[src/rtl/hpdcache_prio_arb_hold.sv]
// Fixed-priority N-way arbiter (lowest index wins) that holds its grant while downstream stalls.
// Optional anti-starvation aging is compiled in with `define HPDCACHE_PRIO_ARB_AGING_EN.
module hpdcache_prio_arb_hold #(
   parameter  int unsigned N     = 4,
   parameter  int unsigned AGE_W = 4,
   localparam int unsigned IDX_W = (N > 1) ? $clog2(N) : 1
) (
   input  logic             clk_i,
   input  logic             rst_ni,
   input  logic [N-1:0]     req_i,
   input  logic             ready_i,
   output logic [N-1:0]     gnt_o,
   output logic [IDX_W-1:0] gnt_idx_o,
   output logic             valid_o
);

   function automatic logic [N-1:0] prio_1hot(input logic [N-1:0] v);
      logic [N-1:0] res;
      logic         found;
      res   = '0;
      found = 1'b0;
      for (int unsigned i = 0; i < N; i++) begin
         if (v[i] && !found) begin
            res[i] = 1'b1;
            found  = 1'b1;
         end
      end
      return res;
   endfunction

   if (N < 1 || AGE_W < 1) begin : g_param_check
      $error("hpdcache_prio_arb_hold: N and AGE_W must be >= 1");
   end

   logic         lock_q, lock_d;
   logic [N-1:0] gnt_q, gnt_d;
   logic [N-1:0] fresh;
   logic         hold;
   logic         xfer;

`ifdef HPDCACHE_PRIO_ARB_AGING_EN
   localparam logic [AGE_W-1:0] AGE_MAX = '1;

   logic [AGE_W-1:0] age_q [N];
   logic [AGE_W-1:0] age_d [N];
   logic [N-1:0]     starved;

   always_comb begin
      starved = '0;
      for (int unsigned i = 0; i < N; i++) begin
         starved[i] = req_i[i] && (age_q[i] == AGE_MAX);
      end
      fresh = (|starved) ? prio_1hot(starved) : prio_1hot(req_i);
   end

   // Age only accumulates on cycles where some other requester actually transferred.
   always_comb begin
      for (int unsigned i = 0; i < N; i++) begin
         age_d[i] = age_q[i];
         if (!req_i[i]) begin
            age_d[i] = '0;
         end else if (xfer) begin
            if (gnt_o[i]) begin
               age_d[i] = '0;
            end else if (age_q[i] != AGE_MAX) begin
               age_d[i] = age_q[i] + 1'b1;
            end
         end
      end
   end

   always_ff @(posedge clk_i or negedge rst_ni) begin
      if (!rst_ni) begin
         for (int unsigned i = 0; i < N; i++) begin
            age_q[i] <= '0;
         end
      end else begin
         for (int unsigned i = 0; i < N; i++) begin
            age_q[i] <= age_d[i];
         end
      end
   end
`else
   always_comb begin
      fresh = prio_1hot(req_i);
   end
`endif

   always_comb begin
      hold    = lock_q && |(gnt_q & req_i);
      gnt_o   = hold ? gnt_q : fresh;
      valid_o = |gnt_o;
      xfer    = valid_o && ready_i;
      lock_d  = valid_o && !ready_i;
      gnt_d   = lock_d ? gnt_o : '0;
   end

   if (N == 1) begin : g_idx_single
      assign gnt_idx_o = '0;
   end else begin : g_idx_enc
      always_comb begin
         gnt_idx_o = '0;
         for (int unsigned i = 0; i < N; i++) begin
            if (gnt_o[i]) begin
               gnt_idx_o = gnt_idx_o | IDX_W'(i);
            end
         end
      end
   end

   always_ff @(posedge clk_i or negedge rst_ni) begin
      if (!rst_ni) begin
         lock_q <= 1'b0;
         gnt_q  <= '0;
      end else begin
         lock_q <= lock_d;
         gnt_q  <= gnt_d;
      end
   end

endmodule

[config.mk]
export PLATFORM = sky130hd
export DESIGN_NAME = hpdcache_prio_arb_hold
export DESIGN_NICKNAME = d
export VERILOG_FILES = /design/src/rtl/hpdcache_prio_arb_hold.sv
export SDC_FILE = /design/constraint.sdc
export NUM_CORES = 1
export LEC_CHECK = 0
export CAP_MARGIN = 5
export CORE_AREA = 8 8 45 47
export CTS_BUF_LIST = sky130_fd_sc_hd__clkbuf_4 sky130_fd_sc_hd__clkbuf_8
export CTS_CLUSTER_SIZE = 28
export DETAILED_ROUTE_END_ITERATION = 10
export DIE_AREA = 0 0 53 55
export DONT_BUFFER_PORTS = 1
export PLACE_DENSITY = 0.48
export RECOVER_POWER = 50
export SETUP_SLACK_MARGIN = 0.3
export SYNTH_ARGS = -nofsm -noshare
export SYNTH_HDL_FRONTEND = slang
export SYNTH_SLANG_ARGS = --single-unit
[constraint.sdc]
create_clock -name clk_i -period 3.1 [get_ports clk_i]
set_clock_uncertainty 0.1 [all_clocks]
set_input_delay 0.31 -clock clk_i [delete_from_list [all_inputs] [get_ports clk_i]]
set_output_delay 0.31 -clock clk_i [all_outputs]
set_load 0.1 [all_outputs]
======== After elaboration in Yosys (flattened, before gate mapping) ========
Cells that the tools add are included.
word-level totals
  flip-flop bits (word level) ............. 5
  latch bits .............................. 0
  memory bits (writable) .................. 0
  memory bits (read-only) ................. 0
  bits of input ports ..................... 7
  output and inout bits ................... 7
  logic and storage cells ................. 25
  memories ................................ 0
cells by class
  $add $sub $neg .......................... 0
  multipliers ............................. 0
  div/mod/pow operators ................... 0
  $lt $le $gt $ge ......................... 0
  eq/ne operators ......................... 0
  shift-type cells ........................ 0
  mux-type cells .......................... 11
  bitwise logic cells ..................... 1
  reduce and logical (&&, ||, !) cells .... 11
operators by type and width
  kind                count
  2-to-1 mux 4 bit    2
  OR reduction 4 bit  2
  2-to-1 mux 1 bit    7
  logical AND 1 bit   5
  bitwise AND 4 bit   1
  logical NOT 1 bit   4
  2-to-1 mux 2 bit    2

======== Depth between registers and ports, before layout ========
  depth after elaboration ................. 14
  depth in mapped cells ................... 4

======== Worst setup path after synthesis ========
No wires, ideal clock.
  path type ............................... register to output
  from .................................... register gnt_q[2]
  to ...................................... output gnt_o[2]
  data arrival time ....................... 3.074 ns
  slack ................................... -0.384 ns
  stages on the path, launching flop included .. 5
  buffers on the path ..................... 1
  cells stage by stage .................... dfrtp_1 -> a22o_1 -> o21a_1 -> buf_6 -> o21ai_0
on the way
  longest elaborated chain between the ends .. 4
RTL lines
  item                    line  source
  from (decl)             36    logic [N-1:0] gnt_q, gnt_d;
  from (signal assigned)  117   gnt_q <= gnt_d;
  bitwise AND 4 bit       90    hold = lock_q && |(gnt_q & req_i);
  OR reduction 4 bit      90
  logical AND 1 bit       90
  2-to-1 mux 4 bit *      91    gnt_o = hold ? gnt_q : fresh;
  to (decl)               12    output logic [N-1:0] gnt_o,
Mark *: on every way between the ends. The rest lies on a longest branch, timed or not.

======== Worst setup path after layout ========
  from .................................... register gnt_q[1]
  to ...................................... output gnt_o[3]
on the way
  longest elaborated chain between the ends .. 4
RTL lines
  item                line
  bitwise AND 4 bit   90
  OR reduction 4 bit  90
  logical AND 1 bit   90
  2-to-1 mux 4 bit    91
Every way passes these cells.

==> flow_summary.yaml <==
run_status:
  status: "completed"
detailed_routing:
  via_count: 325
  viasPerCell: 5.08
  drt-total-wl_um: 962
  post_drt_wl_per_cell_um: 15.0
  drt_iter0_markers: 3
  drc_errors: 0
  dr.pass1.iters: 3
  drtAntennaViolNets: 0
worst_hold_path:
  hold_path.class: "in -> reg"
  hold_end: "lock_q"
  min_path_cells: 1
  min_from: "ready_i"
cts:
  cts_num_sinks: 5
  postCtsSetupBuffers: 0
  cts_resized: 0
  htree_levels: 1
  cts_buffers: 3
  cts_tree: "yes"
  clkLatencyLatePin_ns: 0.24
  root_buffer: "clkbuf_4"
  clock_path_buffers: 2
  cts.clk_slew.worst_paths_ns: 0.04
sta:
  fin_ws_ns: 0.892
  rsz0062_at_grt: "no"
  hold_viol_final: 0
  worst_slew_pin_slew_ns: 0.902
  setup_tns_ns: 0
  fin_crit_sh_pct: 71.2
  max_slew_margin_pct: 39.7
  slew_viol_final: 0
  max_freq_ghz: 0.453
  setup_violations: 0
  period_needed_ns: 2.21
synthesis:
  ys_ff_latch: 5
  syn_nets: 48
  syn_inst: 41
  synth_warnings: 0
  ys_types: 18
  synth-main-ff-cell: "dfrtp_1"
  netlist_area_sq_um: 393
  synth-edff-count: 0
  yosysSeqAreaShare_pct: 31.8
  syn-mean-instance-area_sq_um: 9.58
  synthArstFlopShare_pct: 100
power_and_ir_drop:
  p_sw_share_pct: 36.3
  p_leak_nw: 0.187
  clkPwrFrac_pct: 37.2
  pwr_density_cell_nw_per_um2: 476
  switchingPower_uw: 82.0
  p_seq_share_pct: 31.5
  internal-power_uw: 144
  peakVddDrop_mv: 0.232
  combPwrFrac_pct: 31.3
floorplan:
  fp.dieH_um: 55
  dieArea_sq_um: 2920
  io_pins: 14
  fp.dieW_um: 53
  start_util_pct: 28.4
  coreArea_sq_um: 1380
  num_rows: 14
global_route:
  grt-ovfl-total: 0
  grt_pass1_vias: 370
  grt_max_degree: 10
  grt.total_usage_pct: 7.62
  antenna_found_initial: 0
  grt_pass1_wl_mm: 1.57
setup_path:
  worstPathRequired_ns: 2.69
  slowest_stage: "mux2_2"
  path_class: "reg -> out"
  ff2ff_path_depth: 3
  crit_chain: "a22o_1 -> o21ai_2 -> mux2_2"
  r2r_end: "gnt_q[0]"
  worstSetupEndpointType: "output pin"
  crit_fanout: 4
  max_stage_delay_ns: 0.60
  cp-start-kind: "flop"
  worst-r2r-setup-slack_ns: 1.70
  arrival_ns: 1.80
  rr_startpoint: "gnt_q[3]"
cells_and_area:
  final_common_cell: "nand2b_1"
  nFillCells: 149
  most-common-layout-cells: "7 x nand2b_1, 5 x dfrtp_1, 4 x nor2_1, 4 x mux2i_1, 4 x clkbuf_4"
  area_growth_pct: 21.0
  layout.nets: 56
  diodes: 0
  layout-drive-gt1-share_pct: 29.2
run:
  max_cap_viol_count: 0
place:
  hpwl_um: 810
  place.gp.congestion: 0.664
  place_ws_ns: 1.15
  port_buffers: 0
## cell usage after synthesis (2+ instances only)
library cell  instances  area, sq um
dfrtp_1               5          125
nor2b_1               2         12.5
nand2_1               2         7.51
a22o_1                2         17.5
nor2_1                4         15.0
mux2_2                2         22.5
o21ai_0               2         10.0
nand2b_1              7         43.8
mux2i_1               6         60.1
## power groups by stage
| stage | Combinational, mW | Sequential (mW) | Clock [mW] |
|---|---|---|---|
| finish | 0.0708 | 0.0712 | 0.0841 |
| global route | 0.0740 | 0.0716 | 0.0945 |
| CTS | 0.0715 | 0.0712 | 0.0875 |
| detailed placement | 0.0694 | 0.0722 | 0 |
| global placement | 0.0686 | 0.0720 | 0 |
| floorplan | 0.0615 | 0.0715 | 0 |
## how the worst max path moves through the flow
stage / from / end / cells past startpoint
5_1_grt: gnt_q[1] / gnt_o[3] / 3
4_1_cts: gnt_q[1] / gnt_o[3] / 3
3_5_place_dp: gnt_q[1] / gnt_o[3] / 3
6_report: gnt_q[1] / gnt_o[3] / 3
3_3_place_gp: gnt_q[1] / gnt_o[1] / 3
2_1_floorplan: gnt_q[2] / gnt_idx_o[0] / 3
## layout make-up
class	instances	area [sq um]	area share, %
clock buffer	4	30.0	6.32
tap	16	20.0	4.21
multi-input combinational	35	268	56.3
timing repair buffer	4	32.5	6.84
sequential	5	125	26.3
## cells by family (layout without fill, tap and decap cells)
logic type             count (synthesis)  count (layout)  share of synthesized area, %
AO/OA/AOI/OAI                          9               9                          16.2
buffers and inverters                  1               8                          2.87
flip-flops                             5               5                          31.8
multiplexers                           9               9                          24.8
AND/OR/NAND/NOR                       17              17                          24.2
## through the flow
step	cells	util, %	cell area [sq um]	power [mW]	hold slack [ns]
floorplan	41	-	393	0.133	-0.0856
global placement	59	31.5	435	0.141	-0.0854
detailed placement	59	31.5	435	0.142	-0.0853
CTS	64	34.4	475	0.230	0.0268
global route	64	34.4	475	0.240	0.0122
finish	64	34.4	475	0.226	0.0320
## what timing repair did
item / 4_1_cts / 5_1_grt
setup endpoints to repair: 0 / 0
endpoints found under the hold margin: 5 / 0
hold buffers: 1 / 0
## metal layers
layer	global-route usage, %	up-vias	wire (um)
li1	-	160	-
met1	5.98	152	380
met2	12.3	9	454
met3	5.08	4	99
met4	7.76	0	27
met5	0	-	0
## flip-flops by register name, indices dropped and copies added, names as in the netlist
name	flops
gnt_q	4
lock_q	1
## worst max-delay path, delay by kind of cell (launching register included)
family          cells  cell delay, ns
mux                 1            0.60
compound gates      2            0.55
flops               1            0.40
(Power assumes the default switching activity.)
